## src/rtl/dr_channel_arbiter.sv

```systemverilog
// Two-requester round-robin arbiter driving one dual-rail token at a time into an async pipeline.
// Latency: grant 1 cycle after req; each ack edge costs SYNC_STAGES+1 cycles; req->done >= 2*SYNC_STAGES+3.
// Backpressure: the 4-phase ack handshake paces tokens; a stalled ack beyond TIMEOUT cycles parks the block in ERR.
module dr_channel_arbiter #(
  parameter int SYNC_STAGES = 2,
  parameter int TIMEOUT     = 64
) (
  input  logic       clk,
  input  logic       rst,
  input  logic       req0,
  input  logic       bit0,
  output logic       done0,
  input  logic       req1,
  input  logic       bit1,
  output logic       done1,
  output logic [1:0] data_out,
  input  logic       ack_in,
  output logic       busy,
  output logic       err
);

  localparam int CNT_W = (TIMEOUT > 1) ? $clog2(TIMEOUT) : 1;
  localparam logic [CNT_W-1:0] CNT_MAX = CNT_W'(TIMEOUT - 1);

  typedef enum logic [2:0] {
    ST_IDLE = 3'd0,
    ST_DATA = 3'd1,
    ST_NULL = 3'd2,
    ST_DONE = 3'd3,
    ST_ERR  = 3'd4
  } state_t;

  state_t                 state_q, state_d;
  logic [SYNC_STAGES-1:0] ack_sync_q;
  logic                   ack_s;
  logic [CNT_W-1:0]       wait_cnt_q, wait_cnt_d;
  logic                   gnt_q, gnt_d;     // index of the requester owning the token in flight
  logic                   bit_q, bit_d;     // bit value of the token in flight
  logic                   last_q, last_d;   // requester granted most recently
  logic [1:0]             data_out_q, data_out_d;
  logic                   done0_q, done0_d;
  logic                   done1_q, done1_d;
  logic                   busy_q, busy_d;
  logic                   err_q, err_d;
  logic                   any_req;
  logic                   pick;

  // Bring the asynchronous acknowledge into the clock domain; only the last flop is used.
  always_ff @(posedge clk) begin
    if (rst) begin
      ack_sync_q <= '0;
    end else begin
      ack_sync_q <= {ack_sync_q[SYNC_STAGES-2:0], ack_in};
    end
  end

  assign ack_s = ack_sync_q[SYNC_STAGES-1];

  // Round-robin choice: on contention the requester that did not win last time goes first.
  always_comb begin
    any_req = req0 | req1;
    pick    = 1'b0;
    if (req0 && req1) begin
      pick = ~last_q;
    end else if (req1) begin
      pick = 1'b1;
    end
  end

  // Next-state logic for the 4-phase handshake, plus the registered-output next values.
  always_comb begin
    state_d    = state_q;
    wait_cnt_d = wait_cnt_q;
    gnt_d      = gnt_q;
    bit_d      = bit_q;
    last_d     = last_q;

    case (state_q)
      ST_IDLE: begin
        // Wait for the pipeline head to drain (ack low) before launching a new token.
        if (any_req && !ack_s) begin
          gnt_d      = pick;
          bit_d      = pick ? bit1 : bit0;
          wait_cnt_d = '0;
          state_d    = ST_DATA;
        end
      end
      ST_DATA: begin
        if (ack_s) begin
          wait_cnt_d = '0;
          state_d    = ST_NULL;
        end else if (wait_cnt_q == CNT_MAX) begin
          state_d = ST_ERR;
        end else begin
          wait_cnt_d = wait_cnt_q + 1'b1;
        end
      end
      ST_NULL: begin
        if (!ack_s) begin
          state_d = ST_DONE;
        end else if (wait_cnt_q == CNT_MAX) begin
          state_d = ST_ERR;
        end else begin
          wait_cnt_d = wait_cnt_q + 1'b1;
        end
      end
      ST_DONE: begin
        last_d  = gnt_q;
        state_d = ST_IDLE;
      end
      ST_ERR: begin
        state_d = ST_ERR;
      end
      default: begin
        state_d = ST_IDLE;
      end
    endcase

    // Outputs are computed from the next state so every output pin comes straight from a flop.
    data_out_d = (state_d == ST_DATA) ? {bit_d, ~bit_d} : 2'b00;
    done0_d    = (state_d == ST_DONE) && !gnt_d;
    done1_d    = (state_d == ST_DONE) &&  gnt_d;
    busy_d     = (state_d != ST_IDLE);
    err_d      = (state_d == ST_ERR);
  end

  // State and output registers.
  always_ff @(posedge clk) begin
    if (rst) begin
      state_q    <= ST_IDLE;
      wait_cnt_q <= '0;
      gnt_q      <= 1'b0;
      bit_q      <= 1'b0;
      last_q     <= 1'b1;
      data_out_q <= 2'b00;
      done0_q    <= 1'b0;
      done1_q    <= 1'b0;
      busy_q     <= 1'b0;
      err_q      <= 1'b0;
    end else begin
      state_q    <= state_d;
      wait_cnt_q <= wait_cnt_d;
      gnt_q      <= gnt_d;
      bit_q      <= bit_d;
      last_q     <= last_d;
      data_out_q <= data_out_d;
      done0_q    <= done0_d;
      done1_q    <= done1_d;
      busy_q     <= busy_d;
      err_q      <= err_d;
    end
  end

  assign data_out = data_out_q;
  assign done0    = done0_q;
  assign done1    = done1_q;
  assign busy     = busy_q;
  assign err      = err_q;

endmodule

```

## config.mk

```make
export PLATFORM = sky130hd
export DESIGN_NAME = dr_channel_arbiter
export DESIGN_NICKNAME = d
export VERILOG_FILES = /design/src/rtl/dr_channel_arbiter.sv
export SDC_FILE = /design/constraint.sdc
export NUM_CORES = 1
export LEC_CHECK = 0
export BUFFER_PORTS_ARGS = -buffer_cell sky130_fd_sc_hd__buf_2
export CORE_MARGIN = 2
export CORE_UTILIZATION = 35
export DETAILED_ROUTE_END_ITERATION = 12
export SLEW_MARGIN = 20
export SYNTH_ARGS = -nofsm -noshare
export SYNTH_HDL_FRONTEND = slang
export SYNTH_SLANG_ARGS = --single-unit
```

## constraint.sdc

```tcl
create_clock -name clk -period 1.5 [get_ports clk]
set_clock_uncertainty 0.05 [all_clocks]
set_input_delay 0.15 -clock clk [delete_from_list [all_inputs] [get_ports clk]]
set_output_delay 0.15 -clock clk [all_outputs]
set_load 0.02 [all_outputs]
```

## Word level (Yosys, flattened, before mapping)

Cells that the tools add are included.

- Memory bits (read-only): 0
- Memory bits (writable): 0
- Logic and storage cells: 54
- Memories kept: 0
- Bits in latches: 0
- Register bits after elaboration: 20
- Output and inout port bits: 6
- Bits of input ports: 7

- Div/mod/pow operators: 0
- $add $sub $neg: 1
- Order comparisons: 0
- Eq/ne operators: 10
- Mux-type cells: 17
- Reduce and logical (&&, ||, !) cells: 11
- Shift operators: 0
- Bitwise logic cells: 4
- $mul: 0

Operator list:

| cell | number |
|---|---|
| 6-bit two-way mux | 4 |
| 6-bit case mux with 3 select lines | 1 |
| 3-bit two-way mux | 4 |
| 3-bit case mux with 4 select lines | 1 |
| 3-bit by 2-bit == test with 1-bit output, second input constant | 3 |
| 1-bit two-way mux | 7 |
| 6-bit by 1-bit adder with 6-bit output, second input constant | 1 |
| 3-bit by 1-bit == test with 1-bit output, second input constant | 2 |
| 3-bit == test, second input constant | 2 |
| 6-bit == test, second input constant | 1 |
| 3-bit nonzero test | 2 |
| 1-bit logical AND | 4 |
| 2-bit inequality test, second input constant | 2 |
| 3-bit zero test | 1 |
| 1-bit NOT | 3 |
| 3-bit AND reduction | 1 |
| 1-bit zero test | 2 |
| 2-bit OR reduction | 1 |
| 1-bit bitwise OR | 1 |

## Logic depth before layout (Yosys ltp)

Gate-level depths: netlist of run 1.

- Depth in word-level cells: 7
- Gate-level depth with buffers: 6
- Mapped depth without buffers: 6

## Least setup slack after synthesis of run 1

OpenSTA, ideal clock, no wires.

- Kind: register to register
- From: register wait_cnt_q[0]
- To: register data_out_q[1], in the netlist data_out[1]
- Data required time: 1.370 ns
- Cell stages (with the launch flop): 6
- Setup time: 0.080 ns
- Arrival time: 1.468 ns
- Clock period less this slack: 1.597 ns
- Buffers on the path: 0
- Slack: -0.097 ns
- Cell sequence: dfxtp_1 ha_1 and4_1 and2_4 a311oi_1 nor3b_1

- Cells in the longest elaborated chain, start to end: 7
- Elaborated cells on any way between the ends: 8
- Those cells by class: 2 x eq/ne; 4 x mux; 1 x bitwise; 1 x reduce/logical

Ends and longest elaborated chain:

| what | line | RTL |
|---|---|---|
| from (decl) | 36 | `logic [CNT_W-1:0] wait_cnt_q, wait_cnt_d;` |
| from (signal assigned) | 142 | `wait_cnt_q <= wait_cnt_d;` |
| 6-bit == test * | 92, 101 |  |
| 3-bit two-way mux * | 92, 101 |  |
| 3-bit two-way mux (on tied branches) | 99, 89 |  |
| 3-bit case mux with 4 select lines * | 78 | `case (state_q)` |
| 3-bit by 1-bit == test with 1-bit output * | 120 | `data_out_d = (state_d == ST_DATA) ? {bit_d, ~bit_d} : 2'b00;` |
| 1-bit NOT (no line) * | n/a |  |
| 2-bit OR reduction (no line) * | n/a |  |
| to (signal assigned) | 146 | `data_out_q <= data_out_d;` |
| to (decl) | 40 | `logic [1:0] data_out_q, data_out_d;` |

Every way passes the cells marked *; elsewhere a longest branch is shown, timed or not.
A chain may end at the register's enable or synchronous reset.

## Worst setup path in the final report of run 1

Ends and elaborated chain as after synthesis.

==> results of run 1 <==
-- sequential cells by signal, indices dropped and copies added, names as in the netlist --
name / count
ack_sync_q: 2
bit_q: 1
busy: 1
data_out: 2
done0: 1
done1: 1
err: 1
gnt_q: 1
last_q: 1
state_q: 3
wait_cnt_q: 6
-- final timing paths --
path	start	end	cells after the start
worst max-delay path	wait_cnt_q[0]$_SDFFE_PP0P_	data_out[1]$_SDFF_PP0_	5
worst min register to register	ack_sync_q[0]$_SDFF_PP0_	ack_sync_q[1]$_SDFF_PP0_	1
worst min-delay path	ack_in	ack_sync_q[0]$_SDFF_PP0_	2
worst max register to register	wait_cnt_q[0]$_SDFFE_PP0P_	data_out[1]$_SDFF_PP0_	5
-- cell type report --
type,instances,area [um2]
Fill cell,250,1300
Multi-Input combinational cell,76,697
Sequential cell,20,412
Timing Repair Buffer,25,186
Tap cell,31,38.8
Clock inverter,1,30.0
Inverter,6,26.3
Clock buffer,3,22.5
-- power groups by stage --
stage	combinational (W)	sequential (W)	clock, W
floorplan	0.000127	0.000611	0
global placement	0.000242	0.000592	0
detailed placement	0.000244	0.000593	0
CTS	0.000264	0.000582	0.000459
global route	0.000328	0.000591	0.000478
finish	0.000306	0.000588	0.000446
-- through the flow --
step	worst slack (ns)	std cells	area, um2	total power [W]
floorplan	0.00893	106	995	0.000739
global placement	-0.0533	156	1160	0.000834
detailed placement	-0.0522	156	1160	0.000837
CTS	-0.0410	162	1310	0.00131
global route	-0.0468	162	1410	0.00140
finish	-0.00147	162	1410	0.00134
-- routing by layer --
metal / share of wire (%) / routed length, um / track usage (%)
met5: 0 / 0 / 0
met4: 0.80 / 19 / 6.64
met3: 4.2 / 99 / 3.17
met2: 51 / 1200 / 24.1
met1: 44 / 1050 / 18.3
-- synthesized netlist by cell type (2+ instances only) --
| cell type | instances |
|---|---|
| a22oi_1 | 2 |
| inv_1 | 6 |
| o21ai_1 | 2 |
| mux2i_1 | 4 |
| nor2_1 | 9 |
| nor2b_1 | 5 |
| nand3_1 | 3 |
| o311ai_1 | 2 |
| a21boi_0 | 2 |
| nand2_1 | 6 |
| dfxtp_1 | 20 |
| and3_1 | 5 |
| nand4_1 | 2 |
| a311oi_1 | 2 |
| nor3_1 | 4 |
| a31oi_1 | 2 |
-- worst reg2reg max path, delay by kind of cell (launching register included) --
kind | cells | cell delay, ns
compound gates | 1 | 0.29
fa+ha+maj | 1 | 0.15
simple gates | 3 | 0.60
flops | 1 | 0.36
-- cell families (layout without fill, tap and decap cells) --
family          Yosys count  after routing  synth area share, %
simple gates             47             47                 28.0
compound gates           23             23                 19.8
flops                    20             20                 40.6
buf+inv                  10             35                 5.08
mux                       5              5                 5.20
fa+ha+maj                 1              1                 1.27
-- timing repair --
item                       in CTS  in global routing
gates resized for setup        13                 21
buffers inserted                2                  0
pin swaps                       2                 11
setup endpoints to repair       7                 15
==> flow_metrics.py, run 1 <==
metrics = {
    "run_status": {
        "status": "finished, violations left",
        "violations": "setup timing",
    },
    "route": {
        "drt_wl_total_um": 2380,
        "final_antenna_net_count": 0,
        "dr.pass1.iters": 4,
        "via_per_inst": 5.59,
        "vias": 905,
        "drc": 0,
        "drt-initial-drc-count": 20,
        "routedWlPerCell_um": 14.7,
    },
    "clock_tree": {
        "numCtsBuffers": 3,
        "clk_latency_ns": 0.31,
        "path_clk_slew_ns": 0.12,
        "htree_num_levels": 1,
        "ctsHoldBuffers": 0,
        "root_buffer": "clkbuf_4",
        "tritoncts": "done",
        "clkSinkCount": 20,
        "max-clock-path-buffers": 2,
    },
    "placed_design": {
        "dp_hpwl_um": 1560,
        "io_buffers": 12,
        "gp_congestion": 0.851,
    },
    "finish": {
        "final_common_cell": "dfxtp_1",
        "areaGrowthSynthToFinish_pct": 43.3,
        "final_cell_mix": "dfxtp_1 (15), buf_2 (12), buf_4 (10)",
        "n_antenna_cell": 0,
        "final_nets": 140,
        "final_util_pct": 52.1,
        "drive_gt1_share_pct": 47.3,
    },
    "die": {
        "ios": 13,
        "core_um2": 2710,
        "rows": 19,
        "die_area_um2": 3260,
        "die_y_um": 57.1,
        "fp.dieW_um": 57.1,
        "initial_utilization_pct": 36.4,
    },
    "global_routing": {
        "grt_pass1_wl_um": 3750,
        "grt_overflow": 0,
        "antenna_found_initial": 0,
        "grt_max_degree": 16,
        "grt_pass1_vias": 846,
        "track_usage_pct": 14.6,
    },
    "timing": {
        "setup-violations-final": 1,
        "min_period_over_period_pct": 100,
        "final-max-slew-violation-count": 0,
        "hold_viol": 0,
        "tightest_slew_ns": 0.363,
        "max_freq_mhz": 666,
        "relSlewSlack_pct": 75.4,
        "hold_ws_ns": 0.00935,
        "tns_ns": -0.00147,
        "finalCriticalPeriod_ns": 1.50,
        "rsz0062_at_grt": "true",
        "fin_ws_ns": -0.00147,
    },
    "worst_setup_path": {
        "crit_fanout": 4,
        "crit_type": "flip-flop to flip-flop",
        "path_cells": "ha_4, and4_4, and2_4, a311oi_2, nor3b_2",
        "crit_arrival_ns": 1.70,
        "path_delay_family": "simple AND/OR/NAND/NOR gates",
        "rrSetupSlack_ns": -0.001,
        "required_ns": 1.70,
        "start_kind": "flip-flop",
        "slowest_stage": "dfxtp_2",
        "cpPeakStageDelay_ns": 0.36,
        "path_buf_inv": 0,
        "end_kind": "flip-flop",
    },
    "power": {
        "ir_drop_mv": 0.734,
        "leakage_nw": 0.558,
        "power.switching_w": 0.000359,
        "p_clk_share_pct": 33.3,
        "power_frac_seq_pct": 43.9,
        "p_sw_share_pct": 26.8,
        "pwr-share-comb_pct": 22.8,
        "p_int_w": 0.000980,
        "powerDensity_nw_per_um2": 948,
    },
    "synthesis": {
        "synth.area.top_cells": "dfxtp_1 (41%), mux2i_1 (4.1%), nor2_1 (3.4%), and3_1 (3.2%), nor2b_1 (3.2%)",
        "syn-cell-area_um2": 986,
        "synth_nets": 114,
        "synth_top_area_share_pct": 40.6,
        "yosysUniqueCellTypes": 46,
        "synthCells": 106,
        "ys_seq_area_share_pct": 40.6,
        "syn_area_per_cell_um2": 9.30,
        "yosysWarnings": 0,
        "ys_ff_latch": 20,
        "synth_edf_count": 0,
        "synth_ff_type": "dfxtp_1",
        "yosys.area.top_type": "dfxtp_1",
        "async_flop_share_pct": 0,
    },
    "run": {
        "cap_violations": 0,
    },
    "min_path": {
        "min_path_type": "input pin to flip-flop",
    },
}
Power figures use the tool's default switching activity.
==> run 2, diff against run 1 <==
--- a/config.mk
+++ b/config.mk
@@ -9,6 +9,7 @@
 export CORE_MARGIN = 2
 export CORE_UTILIZATION = 35
 export DETAILED_ROUTE_END_ITERATION = 12
+export HOLD_SLACK_MARGIN = 0.15
 export SLEW_MARGIN = 20
 export SYNTH_ARGS = -nofsm -noshare
 export SYNTH_HDL_FRONTEND = slang
==> run 2 against run 1 <==
  * The flow still finishes with violations (setup timing)
  * Die area unchanged
  * Combinational power increased by 3%
  * Sequential share of layout area decreased by 0.68 points
  * Final cell count increased by 1.2%
  * Critical path depth unchanged
  * First-iteration DRC count decreased by 5.0%
  * Sequential cell count unchanged
  * Final area increased by 2.4%
  * Routed wire length decreased by 0.25%
  * Largest power group unchanged
==> flow_metrics.py, run 2 (synthesis gave the netlist of run 1 again) <==
metrics = {
    "run_status": {
        "status": "finished, violations left",
        "violations": "setup timing",
    },
    "finish": {
        "largest_register_ffs": 6,
        "top_regs": "wait_cnt_q (6), state_q (3)",
        "n_antenna_cell": 0,
        "top_register": "wait_cnt_q",
        "areaGrowthSynthToFinish_pct": 46.7,
        "final_common_cell": "dfxtp_1",
        "final_cell_mix": "dfxtp_1 (15), buf_2 (12), buf_4 (10)",
        "drive_gt1_share_pct": 47.4,
        "final_nets": 142,
    },
    "clock_tree": {
        "clk_latency_ns": 0.30,
        "clkSinkCount": 20,
        "htree_num_levels": 1,
        "max-clock-path-buffers": 2,
        "path_clk_slew_ns": 0.12,
        "numCtsBuffers": 3,
        "tritoncts": "done",
        "root_buffer": "clkbuf_4",
    },
    "min_path": {
        "min_path_type": "input pin to flip-flop",
        "holdPathStages": 4,
    },
    "global_routing": {
        "grt_pass1_wl_um": 3770,
        "grt_overflow": 0,
        "grt_pass1_vias": 858,
        "antenna_found_initial": 0,
        "track_usage_pct": 14.7,
        "grt_max_degree": 16,
    },
    "worst_setup_path": {
        "worst-r2r-cell-count": 5,
        "end_kind": "flip-flop",
        "crit_fanout": 4,
        "required_ns": 1.70,
        "crit_arrival_ns": 1.70,
        "crit_type": "flip-flop to flip-flop",
        "start_kind": "flip-flop",
    },
    "route": {
        "routedWlPerCell_um": 14.4,
        "via_per_inst": 5.53,
        "drt-initial-drc-count": 19,
        "final_antenna_net_count": 0,
        "drt_wl_total_um": 2370,
        "dr.pass1.iters": 4,
        "vias": 907,
        "drc": 0,
    },
    "placed_design": {
        "dp_hpwl_um": 1560,
        "io_buffers": 12,
        "gp_congestion": 0.851,
        "dpl_worst_slack_ns": -0.0522,
    },
    "run": {
        "cap_violations": 0,
    },
    "timing": {
        "final-max-slew-violation-count": 0,
        "setup-violations-final": 1,
        "finalCriticalPeriod_ns": 1.51,
        "max_freq_mhz": 664,
        "hold_viol": 0,
        "fin_ws_ns": -0.00634,
        "rsz0062_at_grt": "true",
        "tns_ns": -0.00634,
        "min_period_over_period_pct": 100,
        "tightest_slew_ns": 0.366,
        "relSlewSlack_pct": 75.2,
    },
    "die": {
        "rows": 19,
        "ios": 13,
        "fp.dieW_um": 57.1,
        "core_um2": 2710,
        "initial_utilization_pct": 36.4,
        "die_area_um2": 3260,
        "die_y_um": 57.1,
    },
    "power": {
        "powerDensity_nw_per_um2": 930,
        "leakage_nw": 0.571,
        "ir_drop_mv": 0.756,
    },
}
[run 2: changes by cell type in the layout (fill, tap and decap cells not counted)]
cell,before,now
dlygate4sd3_1,0,2
and2b_2,0,1
o2bb2ai_4,0,1
and2b_1,1,0
o2bb2ai_2,1,0
[run 2: final cells by class]
class / count / area (um2)
clock inverter: 1 / 30.0
inverter: 6 / 26.3
multi-input combinational: 76 / 711
tap: 31 / 38.8
sequential: 20 / 412
timing repair buffer: 27 / 206
clock buffer: 3 / 22.5
fill: 250 / 1260
[run 2: final timing paths]
| kind | slack, ns | end | start |
|---|---|---|---|
| worst max-delay path | -0.006 | data_out[1]$_SDFF_PP0_ | wait_cnt_q[0]$_SDFFE_PP0P_ |
| worst min-delay path | 0.20 | bit_q$_SDFF_PP0_ | bit0 |
| worst max register to register | -0.006 | data_out[1]$_SDFF_PP0_ | wait_cnt_q[0]$_SDFFE_PP0P_ |
| worst min register to register | 0.40 | ack_sync_q[1]$_SDFF_PP0_ | ack_sync_q[0]$_SDFF_PP0_ |
[run 2: report_power, final]
| group | total, W | switching [W] | internal, W |
|---|---|---|---|
| combinational | 0.000314 | 0.000162 | 0.000152 |
| sequential | 0.000588 | 0.0000233 | 0.000565 |
| clock | 0.000443 | 0.000173 | 0.000270 |
| total | 0.00134 | 0.000358 | 0.000987 |
[run 2: worst max-delay path: stages, from the launching register on]
cell	delay, ns
dfxtp_2	0.36
ha_4	0.15
and4_4	0.21
and2_4	0.18
a311oi_2	0.30
nor3b_2	0.21
[run 2: layer usage]
layer / global-route usage [%] / part of all wire, % / vias to the layer above / wire [um]
met5: 0 / 0 / - / 0
met4: 6.64 / 0.80 / 0 / 19
met3: 3.17 / 3.8 / 2 / 91
met2: 24.5 / 51 / 20 / 1210
met1: 18.3 / 44 / 434 / 1050
li1: - / - / 451 / -
[run 2: through the flow]
| step | area (um2) | hold slack (ns) | cells | power, W | utilization [%] |
|---|---|---|---|---|---|
| after floorplan | 995 | 0.172 | 106 | 0.000739 | - |
| after global placement | 1160 | 0.313 | 156 | 0.000834 | 42.8 |
| after detailed placement | 1160 | 0.332 | 156 | 0.000837 | 42.8 |
| after CTS | 1330 | 0.220 | 164 | 0.00131 | 48.9 |
| after global routing | 1450 | 0.226 | 164 | 0.00141 | 53.4 |
| final | 1450 | 0.202 | 164 | 0.00134 | 53.4 |
[run 2: what timing repair did]
action	4_1_cts	5_1_grt
hold buffers	2	0
setup buffers	2	0
gates resized for setup	13	23
pin swaps	2	11
hold endpoints to repair	3	0
endpoints found under the setup margin	7	15
==> run 3, diff against run 2 <==
==> constraint.sdc (replaced) <==
create_clock -name clk -period 1.2 [get_ports clk]
set_clock_uncertainty 0.05 [all_clocks]
set_input_delay 0.12 -clock clk [delete_from_list [all_inputs] [get_ports clk]]
set_output_delay 0.12 -clock clk [all_outputs]
set_load 0.02 [all_outputs]
==> run 3 against run 2 <==
  * The flow still finishes with violations (setup timing)
  * Global-route usage up 3.1 points
  * Maximum frequency increased by 0.29%
  * Final cell count grew 15%
  * Worst hold slack worse by 0.032 ns
  * Routed wire length increased by 24%
  * Final area up 16%
  * First-iteration DRC count rose to 2.6 times the previous value
  * Sequential power rose by 26%
  * Setup slack worse by 0.30 ns
==> flow_metrics.py, run 3 (synthesis gave the netlist of run 1 again) <==
metrics = {
    "run_status": {
        "status": "finished, violations left",
        "violations": "setup timing",
    },
    "worst_setup_path": {
        "crit_fanout": 7,
        "rr_startpoint": "ack_sync_q[1]$_SDFF_PP0_",
        "crit_type": "flip-flop to flip-flop",
        "r2r_end": "wait_cnt_q[1]$_SDFFE_PP0P_",
        "required_ns": 1.34,
        "worst-r2r-cell-count": 4,
        "end_kind": "flip-flop",
        "start_kind": "flip-flop",
        "crit_arrival_ns": 1.65,
        "rrSetupSlack_ns": -0.30,
    },
    "clock_tree": {
        "clkSinkCount": 20,
        "clk_latency_ns": 0.31,
        "max-clock-path-buffers": 2,
        "path_clk_slew_ns": 0.11,
        "htree_num_levels": 1,
        "numCtsBuffers": 3,
        "root_buffer": "clkbuf_4",
        "tritoncts": "done",
    },
    "finish": {
        "seq_area_um2": 415,
        "final_common_cell": "buf_4",
        "fill_cells": 231,
        "multi_input_area_um2": 774,
        "areaGrowthSynthToFinish_pct": 70.4,
        "final_cell_mix": "buf_4 (28), dfxtp_1 (14), buf_2 (12)",
        "final_nets": 167,
        "largest_register_ffs": 6,
        "top_regs": "wait_cnt_q (6), state_q (3)",
        "drive_gt1_share_pct": 59.5,
        "top_register": "wait_cnt_q",
        "n_antenna_cell": 0,
    },
    "placed_design": {
        "gp_congestion": 0.845,
        "io_buffers": 12,
        "dpl_worst_slack_ns": -0.308,
        "dp_hpwl_um": 1960,
    },
    "power": {
        "powerDensity_nw_per_um2": 946,
        "ir_drop_mv": 1.12,
        "leakage_nw": 0.709,
        "p_total_w": 0.00159,
    },
    "route": {
        "dr.pass1.iters": 4,
        "final_antenna_net_count": 0,
        "drc": 0,
        "routedWlPerCell_um": 15.6,
        "via_per_inst": 5.46,
        "vias": 1031,
        "drt_wl_total_um": 2940,
        "drt-initial-drc-count": 50,
    },
    "min_path": {
        "holdPathStages": 4,
        "hold_start": "bit1",
        "min_path_type": "input pin to flip-flop",
        "min_delay_worst_endpoint": "bit_q$_SDFF_PP0_",
    },
    "die": {
        "core_um2": 2710,
        "fp.dieW_um": 57.1,
        "ios": 13,
        "initial_utilization_pct": 36.4,
        "die_y_um": 57.1,
        "rows": 19,
        "die_area_um2": 3260,
    },
    "global_routing": {
        "grt_max_degree": 12,
        "grt_pass1_wl_um": 4460,
        "grt_overflow": 0,
        "antenna_found_initial": 0,
        "track_usage_pct": 17.8,
        "grt_pass1_vias": 963,
    },
    "timing": {
        "relSlewSlack_pct": 77.4,
        "final-max-slew-violation-count": 0,
        "max_freq_mhz": 666,
        "fin_ws_ns": -0.302,
        "hold_viol": 0,
        "setup-violations-final": 18,
        "min_period_over_period_pct": 125,
        "finalCriticalPeriod_ns": 1.50,
        "tightest_slew_ns": 0.333,
        "rsz0062_at_grt": "true",
        "tns_ns": -3.28,
    },
    "run": {
        "cap_violations": 0,
    },
}
==> run 3: changes by cell type in the layout (fill, tap and decap cells not counted), sizes merged <==
| cell | delta |
|---|---|
| buf | +25 |
| bufinv | -1 |
| clkbuf | +1 |
| clkinvlp | -1 |
| inv | +1 |
==> run 3: stage by stage <==
step	area, um2	cells	hold slack (ns)	util [%]
global route	1680	189	0.168	62.0
CTS	1580	185	0.166	58.4
detailed placement	1390	170	0.301	51.2
finish	1680	189	0.170	62.0
global placement	1390	170	0.283	51.2
floorplan	1140	106	0.142	-
==> run 3: how the worst max path moves through the flow <==
stage | startpoint | endpoint | slack [ns] | depth (start not counted)
floorplan | wait_cnt_q[1]$_SDFFE_PP0P_ | data_out[1]$_SDFF_PP0_ | -0.16 | 5
global placement | state_q[1]$_SDFF_PP0_ | data_out[0]$_SDFF_PP0_ | -0.27 | 5
detailed placement | wait_cnt_q[1]$_SDFFE_PP0P_ | data_out[1]$_SDFF_PP0_ | -0.31 | 5
CTS | wait_cnt_q[1]$_SDFFE_PP0P_ | data_out[0]$_SDFF_PP0_ | -0.27 | 7
global route | ack_sync_q[1]$_SDFF_PP0_ | wait_cnt_q[1]$_SDFFE_PP0P_ | -0.37 | 4
finish | ack_sync_q[1]$_SDFF_PP0_ | wait_cnt_q[1]$_SDFFE_PP0P_ | -0.30 | 4
==> run 3: worst max-delay path: stages, from the launching register on <==
cell      delay [ns]
dfxtp_4         0.40
buf_6           0.12
o311a_4         0.39
o311ai_1        0.32
nand2_1         0.11
==> run 3: per-layer routing <==
metal	up-vias	routed length [um]	track usage, %
met5	-	0	0
met4	0	29	5.32
met3	5	104	5.22
met2	20	1490	28.7
met1	507	1320	23.1
li1	499	-	-
==> run 3: cell type report <==
| class | instances | area share (%) |
|---|---|---|
| clock buffers | 4 | 1.56 |
| inverters | 6 | 1.34 |
| multi-input cells | 76 | 46.1 |
| flip-flops and latches | 20 | 24.7 |
| well taps | 31 | 2.31 |
| repair buffers | 52 | 24.0 |
==> run 3: where the power goes <==
part           switching [W]  total [W]  internal, W
clock               0.000208   0.000338     0.000130
sequential         0.0000346   0.000739     0.000704
combinational       0.000242   0.000512     0.000270
total               0.000485    0.00159      0.00110
==> run 3: repair_timing <==
action,in CTS,in global routing
endpoints found under the setup margin,18,18
gates resized for setup,23,15
pin swaps,16,13
hold buffers,2,0
hold endpoints to repair,3,0
buffers inserted,9,4
